### config.mk
export PLATFORM = sky130hd
export DESIGN_NAME = display_scan_ctrl
export DESIGN_NICKNAME = d
export VERILOG_FILES = /design/src/rtl/display_scan_ctrl.sv
export SDC_FILE = /design/constraint.sdc
export NUM_CORES = 1
export LEC_CHECK = 0
export BUFFER_PORTS_ARGS = -buffer_cell sky130_fd_sc_hd__buf_2
export CAP_MARGIN = 20
export CORE_MARGIN = 1
export CORE_UTILIZATION = 55
export CTS_CLUSTER_SIZE = 20
export DETAILED_ROUTE_END_ITERATION = 6
export PLACE_DENSITY_LB_ADDON = 0.2
export SYNTH_ARGS = -nofsm -noshare
export SYNTH_HDL_FRONTEND = slang
export SYNTH_SLANG_ARGS = --single-unit
### constraint.sdc
create_clock -name clk -period 3.12 [get_ports clk]
set_input_delay 0.936 -clock clk [delete_from_list [all_inputs] [get_ports clk]]
set_output_delay 0.936 -clock clk [all_outputs]
set_load 0.01 [all_outputs]
### src/rtl/display_scan_ctrl.sv
// Four-digit multiplexed 7-segment scan controller.
// Each digit gets a lit SHOW slot followed by an all-dark GUARD slot.
// New digit data is committed only at the frame boundary (sel wraps 3->0)
// so that a frame never shows a mix of old and new digits.
module display_scan_ctrl #(
  parameter int unsigned CLK_DIV      = 50000,
  parameter int unsigned BLANK_CYCLES = 16
) (
  input  logic        clk,
  input  logic        rst,
  input  logic        load,
  input  logic [15:0] data_in,
  input  logic        blank_lz,
  output logic [1:0]  sel,
  output logic [3:0]  D0,
  output logic [3:0]  D1,
  output logic [3:0]  D2,
  output logic [3:0]  D3,
  output logic [3:0]  an,
  output logic        frame_done
);

  localparam int unsigned CNT_MAX = (CLK_DIV > BLANK_CYCLES) ? CLK_DIV : BLANK_CYCLES;
  localparam int unsigned CNT_W   = (CNT_MAX > 1) ? $clog2(CNT_MAX) : 1;
  localparam logic [CNT_W-1:0] SHOW_LAST  = CNT_W'(CLK_DIV - 1);
  localparam logic [CNT_W-1:0] GUARD_LAST = CNT_W'(BLANK_CYCLES - 1);

  typedef enum logic {
    GUARD = 1'b0,
    SHOW  = 1'b1
  } state_t;

  state_t           state_q, state_d;
  logic [CNT_W-1:0] cnt_q, cnt_d;
  logic [1:0]       sel_q, sel_d;
  logic [15:0]      digits_q, digits_d;
  logic [15:0]      shadow_q, shadow_d;
  logic             pend_q, pend_d;
  logic [3:0]       an_q, an_d;
  logic             fd_q, fd_d;

  // A digit is dark when blanking is enabled and it and all higher digits are zero.
  function automatic logic digit_dark(input logic [1:0] idx, input logic [15:0] digs,
                                      input logic en);
    logic dark;
    dark = 1'b0;
    case (idx)
      2'd1:    dark = en && (digs[15:4]  == 12'h000);
      2'd2:    dark = en && (digs[15:8]  == 8'h00);
      2'd3:    dark = en && (digs[15:12] == 4'h0);
      default: dark = 1'b0;
    endcase
    return dark;
  endfunction

  // State and output registers with synchronous reset.
  always_ff @(posedge clk) begin
    if (rst) begin
      state_q  <= GUARD;
      cnt_q    <= '0;
      sel_q    <= 2'd3;
      digits_q <= 16'h0000;
      shadow_q <= 16'h0000;
      pend_q   <= 1'b0;
      an_q     <= 4'b1111;
      fd_q     <= 1'b0;
    end else begin
      state_q  <= state_d;
      cnt_q    <= cnt_d;
      sel_q    <= sel_d;
      digits_q <= digits_d;
      shadow_q <= shadow_d;
      pend_q   <= pend_d;
      an_q     <= an_d;
      fd_q     <= fd_d;
    end
  end

  // Slot sequencing, shadow capture, frame-boundary commit and next anode pattern.
  always_comb begin
    state_d  = state_q;
    cnt_d    = cnt_q + CNT_W'(1);
    sel_d    = sel_q;
    digits_d = digits_q;
    shadow_d = shadow_q;
    pend_d   = pend_q;
    fd_d     = 1'b0;
    an_d     = 4'b1111;

    if (load) begin
      shadow_d = data_in;
      pend_d   = 1'b1;
    end

    case (state_q)
      GUARD: begin
        if (cnt_q == GUARD_LAST) begin
          state_d = SHOW;
          cnt_d   = '0;
          sel_d   = sel_q + 2'd1;
          if (sel_q == 2'd3) begin
            // Frame boundary: a same-cycle load beats an older pending value.
            fd_d   = 1'b1;
            pend_d = 1'b0;
            if (load) begin
              digits_d = data_in;
            end else if (pend_q) begin
              digits_d = shadow_q;
            end
          end
        end
      end
      SHOW: begin
        if (cnt_q == SHOW_LAST) begin
          state_d = GUARD;
          cnt_d   = '0;
        end
      end
      default: begin
        state_d = GUARD;
        cnt_d   = '0;
      end
    endcase

    if ((state_d == SHOW) && !digit_dark(sel_d, digits_d, blank_lz)) begin
      an_d = ~(4'b0001 << sel_d);
    end
  end

  assign sel        = sel_q;
  assign D0         = digits_q[3:0];
  assign D1         = digits_q[7:4];
  assign D2         = digits_q[11:8];
  assign D3         = digits_q[15:12];
  assign an         = an_q;
  assign frame_done = fd_q;

endmodule

=== Yosys cells after proc, flatten, opt, wreduce, memory -nomap -nowiden ===
Cells that the tools add are included.

* Flip-flop bits (word level): 57
* Latch bits: 0
* Memory bits (writable): 0
* Memory bits (read-only): 0
* Bits of input ports: 20
* Output and inout bits: 23
* Logic and storage cells: 53
* Memories kept: 0

* Add/sub/neg operators: 2
* Multiply operators: 0
* Div/mod/pow operators: 0
* Order comparisons: 0
* Equal/unequal tests: 6
* Shifts and indexed selects: 1
* Multiplexer cells: 19
* Bitwise operators: 4
* Reduce and logical (&&, ||, !) cells: 12

{| class="wikitable"
|+ Operator list
! operator !! number
|-
| $mux 16 || 7
|-
| $pmux 16 s2 || 1
|-
| $add 16x1->16 const B || 1
|-
| $eq 16x16->1 const B || 1
|-
| $eq 16x4->1 const B || 1
|-
| $logic_not 12->1 || 1
|-
| $logic_not 8->1 || 1
|-
| $mux 1 || 7
|-
| $eq 2x2->1 const B || 3
|-
| $logic_and 1x1->1 || 4
|-
| $logic_not 4->1 || 1
|-
| $mux 2 || 2
|-
| $not 4->4 || 1
|-
| $reduce_and 4->1 || 1
|-
| $shl 1x2->4 const A || 1
|-
| $not 1->1 || 3
|-
| $pmux 1 s3 || 1
|-
| $reduce_or 3->1 || 1
|-
| $add 2x1->2 const B || 1
|-
| $eq 2x1->1 const B || 1
|-
| $pmux 1 s2 || 1
|-
| $reduce_bool 2->1 || 1
|-
| $reduce_or 2->1 || 1
|-
| $logic_not 1->1 || 1
|}

=== Depth between registers and ports, before layout ===
* Depth in word-level cells: 12
* Mapped depth: 10
* Depth with buffers taken out: 8

=== Least setup slack after synthesis ===
No wires, ideal clock.

* Kind: input-to-reg
* From: input load
* To: register an_q[2], in the netlist an[2]
* Library setup time: 73 ps
* Arrival time: 2439 ps
* Data required time: 3047 ps
* Slack: 607 ps
* Stages on the path: 7
* Cell sequence: clkbuf_1 -> clkbuf_1 -> nand4_1 -> o221ai_1 -> o211ai_1 -> a311o_1 -> o211ai_2

* Longest elaborated chain between the ends: 11
* Elaborated cells between the ends (all ways): 15
* Those cells by class: 5 x mux; 1 x bitwise; 9 x reduce/logical

{| class="wikitable"
|+ Ends and longest elaborated chain
! item !! line !! text
|-
| from (decl) || 11 || <nowiki>input logic load,</nowiki>
|-
| $mux 16 (*) || 105 || <nowiki>if (load) begin</nowiki>
|-
| $mux 16 (*) || 101 || <nowiki>if (sel_q == 2'd3) begin</nowiki>
|-
| $mux 16 (*) || 97 || <nowiki>if (cnt_q == GUARD_LAST) begin</nowiki>
|-
| $mux 16 (*) || 95 || <nowiki>case (state_q)</nowiki>
|-
| $logic_not 12->1, or another cell as far along || 48 || <nowiki>2'd1: dark = en && (digs[15:4] == 12'h000);</nowiki>
|-
| $logic_and 1x1->1 (on tied branches) || 48, 49, 50 ||
|-
| $pmux 1 s3 (*) || 47 || <nowiki>case (idx)</nowiki>
|-
| $logic_not 1->1 (*) || 125 || <nowiki>if ((state_d == SHOW) && !digit_dark(sel_d, digits_d, blank_lz)) begin</nowiki>
|-
| $logic_and 1x1->1 (*) || 125 ||
|-
| $not 1->1 (no line) (*) || n/a ||
|-
| $reduce_or 2->1 (no line) (*) || n/a ||
|-
| to (signal assigned) || 74 || <nowiki>an_q <= an_d;</nowiki>
|-
| to (decl) || 39 || <nowiki>logic [3:0] an_q, an_d;</nowiki>
|}

Every way passes the cells marked *; elsewhere a longest branch is shown, timed or not.
A chain may end at the register's enable or synchronous reset.

=== Worst setup path after layout ===
Same ends and word-level chain as after synthesis.

==> metrics.md <==
| Metric | Value |
|---|---|
| Initial core utilization | `0.5833` |
| CP Max Fanout | `37` |
| Die ar. | `0.004992 mm^2` |
| #FFs+latches synth | `57` |
| Layout Utilization | `0.6788` |
| Met3 Use GR | `0.08974` |
| Pwr Total | `approximately 1.5 mW` |
| Final WS setup | `0.5658 ns` |
| Final Skew | `0.005441 ns` |
| Pre-CTS WS | `0.3393 ns` |
| Inst Count DP | `397` |
| Final hold violations | `0` |
| Setup Viol. Count Final | `0` |
| Antenna viol nets, final | `0` |
| DR WL/cell | `roughly 14 um` |
| Share of layout cells above drive strength 1 | `0.1911` |
| Met1 Usage GRT | `0.3140` |
| Failing checks | `design-rule violations` |
| Outcome | `finished with violations` |
| ANT cells | `0` |
| Post-synth EDFFs | `0` |
| Cell count after synthesis | `roughly 320` |
| Unique cell type count in the Yosys netlist | `42` |
| Nets | `378` |
| Worst endpoint required time | `3.39 ns` |
| Non-filler cells, final | `413` |
| Arr. time, crit path | `2.82 ns` |
| Area growth, synth to finish | `16.36%` |
| Number of fillers in the final layout | `~380` |
| Post-layout min period | `2.554 ns` |
| GRT Util Overall | `0.2455` |
| Initial antenna violation count | `0` |
| Worst-Margin Slew | `approximately 0.66 ns` |
| Sink Count | `57` |
| H-Tree Level Count | `3` |
| GPL Wtd Cong | `0.8209` |
| Number of remaining DRC errors | `4` |
| Largest net degree at the start of global routing | `38` |
| Worst setup EP type | `flip-flop` |
| Clock transition at path regs | `around 0.06 ns` |
| Final setup TNS | `0 ns` |
| Die Y | `around 71 um` |
| Synth top cells by count | `dfxtp_1, nor2_1, nand2_1` |
| Met2 Usage GRT | `0.3830` |
| Hold Path Class | `flip-flop to flip-flop` |
| CTS tree | `yes` |
| Cts repair resizes | `0` |
| Most frequent cell after synthesis | `dfxtp_1` |
| Syn Area/Cell | `around 8.2 um^2` |
| Largest vdd supply drop | `approximately 330 uV` |
| Critical Path Start Type | `input pin` |
| TritonCTS Buffers | `9` |
| Max_cap viols | `0` |
| Critical path type | `input pin to flip-flop` |
| Post-CTS setup buffer count | `0` |
| Post-synthesis sequential area ratio | `0.4402` |
| Fraction of registers with async set/reset | `0` |
| CTS root buf | `clkbuf_8` |
| Leakage power | `1.287 nW` |
| Row count | `24` |
| Drt first-iter violations | `between 150 and 200` |
| Number of global-route vias before repair | `between 2000 and 2500` |
| Max-slew headroom | `0.5571` |
| GRT Max-Usage Layer | `met2` |
| Number of I/O port buffers | `42` |
| Fin crit share | `0.8186` |
| Final wirelength | `around 5800 um` |
| PwrDens | `~500 mW/mm^2` |
| Top FF cell, synth | `dfxtp_1` |
| RSZ-0062 raised after global routing | `no` |
| Maximum clock frequency | `roughly 0.39 GHz` |
| Vias per cell | `5.695` |
| Syn Nets | `340` |
| Core Region | `~0.0044 mm^2` |
| Grt total ovfl | `0` |
| Cts hold-fix bufs | `0` |
| Post-Syn Area | `approximately 0.0026 mm^2` |
| First-pass GRT wire length | `9487 um` |
| Via count | `2352` |
| Final max-slew violation count | `0` |
| Clk Latency, worst-skew pair | `0.34 ns` |
| # IOs | `43` |
| DPL Wire Length | `roughly 3900 um` |
| Top-area cell type share of the netlist area | `0.4402` |
| Area leader, netlist | `dfxtp_1` |
| Longest Clk Path Bufs | `2` |
| Router iterations before antenna repair | `6` |
| Die width | `approximately 71 um` |
| Leading post-synthesis cells by cell area | `dfxtp_1, nor2_1, nand2_1, mux2i_1, a21oi_1` |
| Yosys warnings | `0` |
## metrics by stage
step,hold slack [ns],instance area [um^2]
final,0.4393,3017
after global routing,0.4657,3017
after CTS,0.4391,3017
after detailed placement,0.4308,2824
after global placement,0.4310,2824
after floorplan,0.4132,2592
## final timing paths
path,from,endpoint,slack (ns),cells after the start
worst max register to register,cnt_q[5],an[2],0.73,7
worst min-delay path,cnt_q[0],cnt_q[0],0.44,1
worst max-delay path,load,an[2],0.57,6
worst min register to register,cnt_q[0],cnt_q[0],0.44,1
## cells by family after synthesis
family / count (synthesis) / synth area share
simple gates: 151 / 0.2790
flops: 57 / 0.4402
compound gates: 54 / 0.1231
buf+inv: 23 / 0.03426
mux: 18 / 0.06998
xor+xnor: 13 / 0.04392
fa+ha+maj: 2 / 0.009651
## state kept, by name (all words and copies together) (netlist names)
register	count
frame_done	1
sel	2
pend_q	1
cnt_q	16
shadow_q	16
state_q	1
digits_q	16
an	4
## cells in the final DEF (no fill, tap or decap), types with 2 or more instances in the layout
master     n
a21oi_1   25
buf_4      4
a41oi_1    2
or4bb_1    2
and2_1     2
buf_2     42
o21ai_1    3
clkinv_2   2
dfxtp_1   57
nor4_1     8
mux2i_1   17
nand4_1    5
o22ai_1    2
inv_1      4
nor2_1    51
nor3_1    11
clkbuf_8  13
nand2_1   46
nand2b_1   2
o21ai_0   13
nor2b_1    2
xor2_1     6
and3_1     9
ha_1       2
o32a_1     2
xnor2_1    7
nand3_1    5
## routing by layer
metal	up-vias	wire length [um]
met4	0	108
met5	-	0
met1	1097	2774
met2	65	2602
met3	9	286
li1	1181	-
## area by class of cell
cell class	count	area, um^2	share of cell area
clock buffers	14	182.7	0.06056
clock inverters	2	10.01	0.003318
inverters	4	15.01	0.004977
multi-input cells	238	1363	0.4517
flip-flops and latches	57	1141	0.3783
well taps	52	65.06	0.02157
repair buffers	46	240.2	0.07963
## critical path, cell delays in order
cell,delay (ns)
buf_2,0.52
o21ai_0,0.28
nor4_1,0.41
nand2_1,0.11
a311o_1,0.41
o211ai_2,0.15
## power by group
part,internal [mW],switching [mW]
Combinational,0.0365,0.0518
Sequential,0.744,0.0115
Clock,0.372,0.286
(Power assumes the default switching activity.)
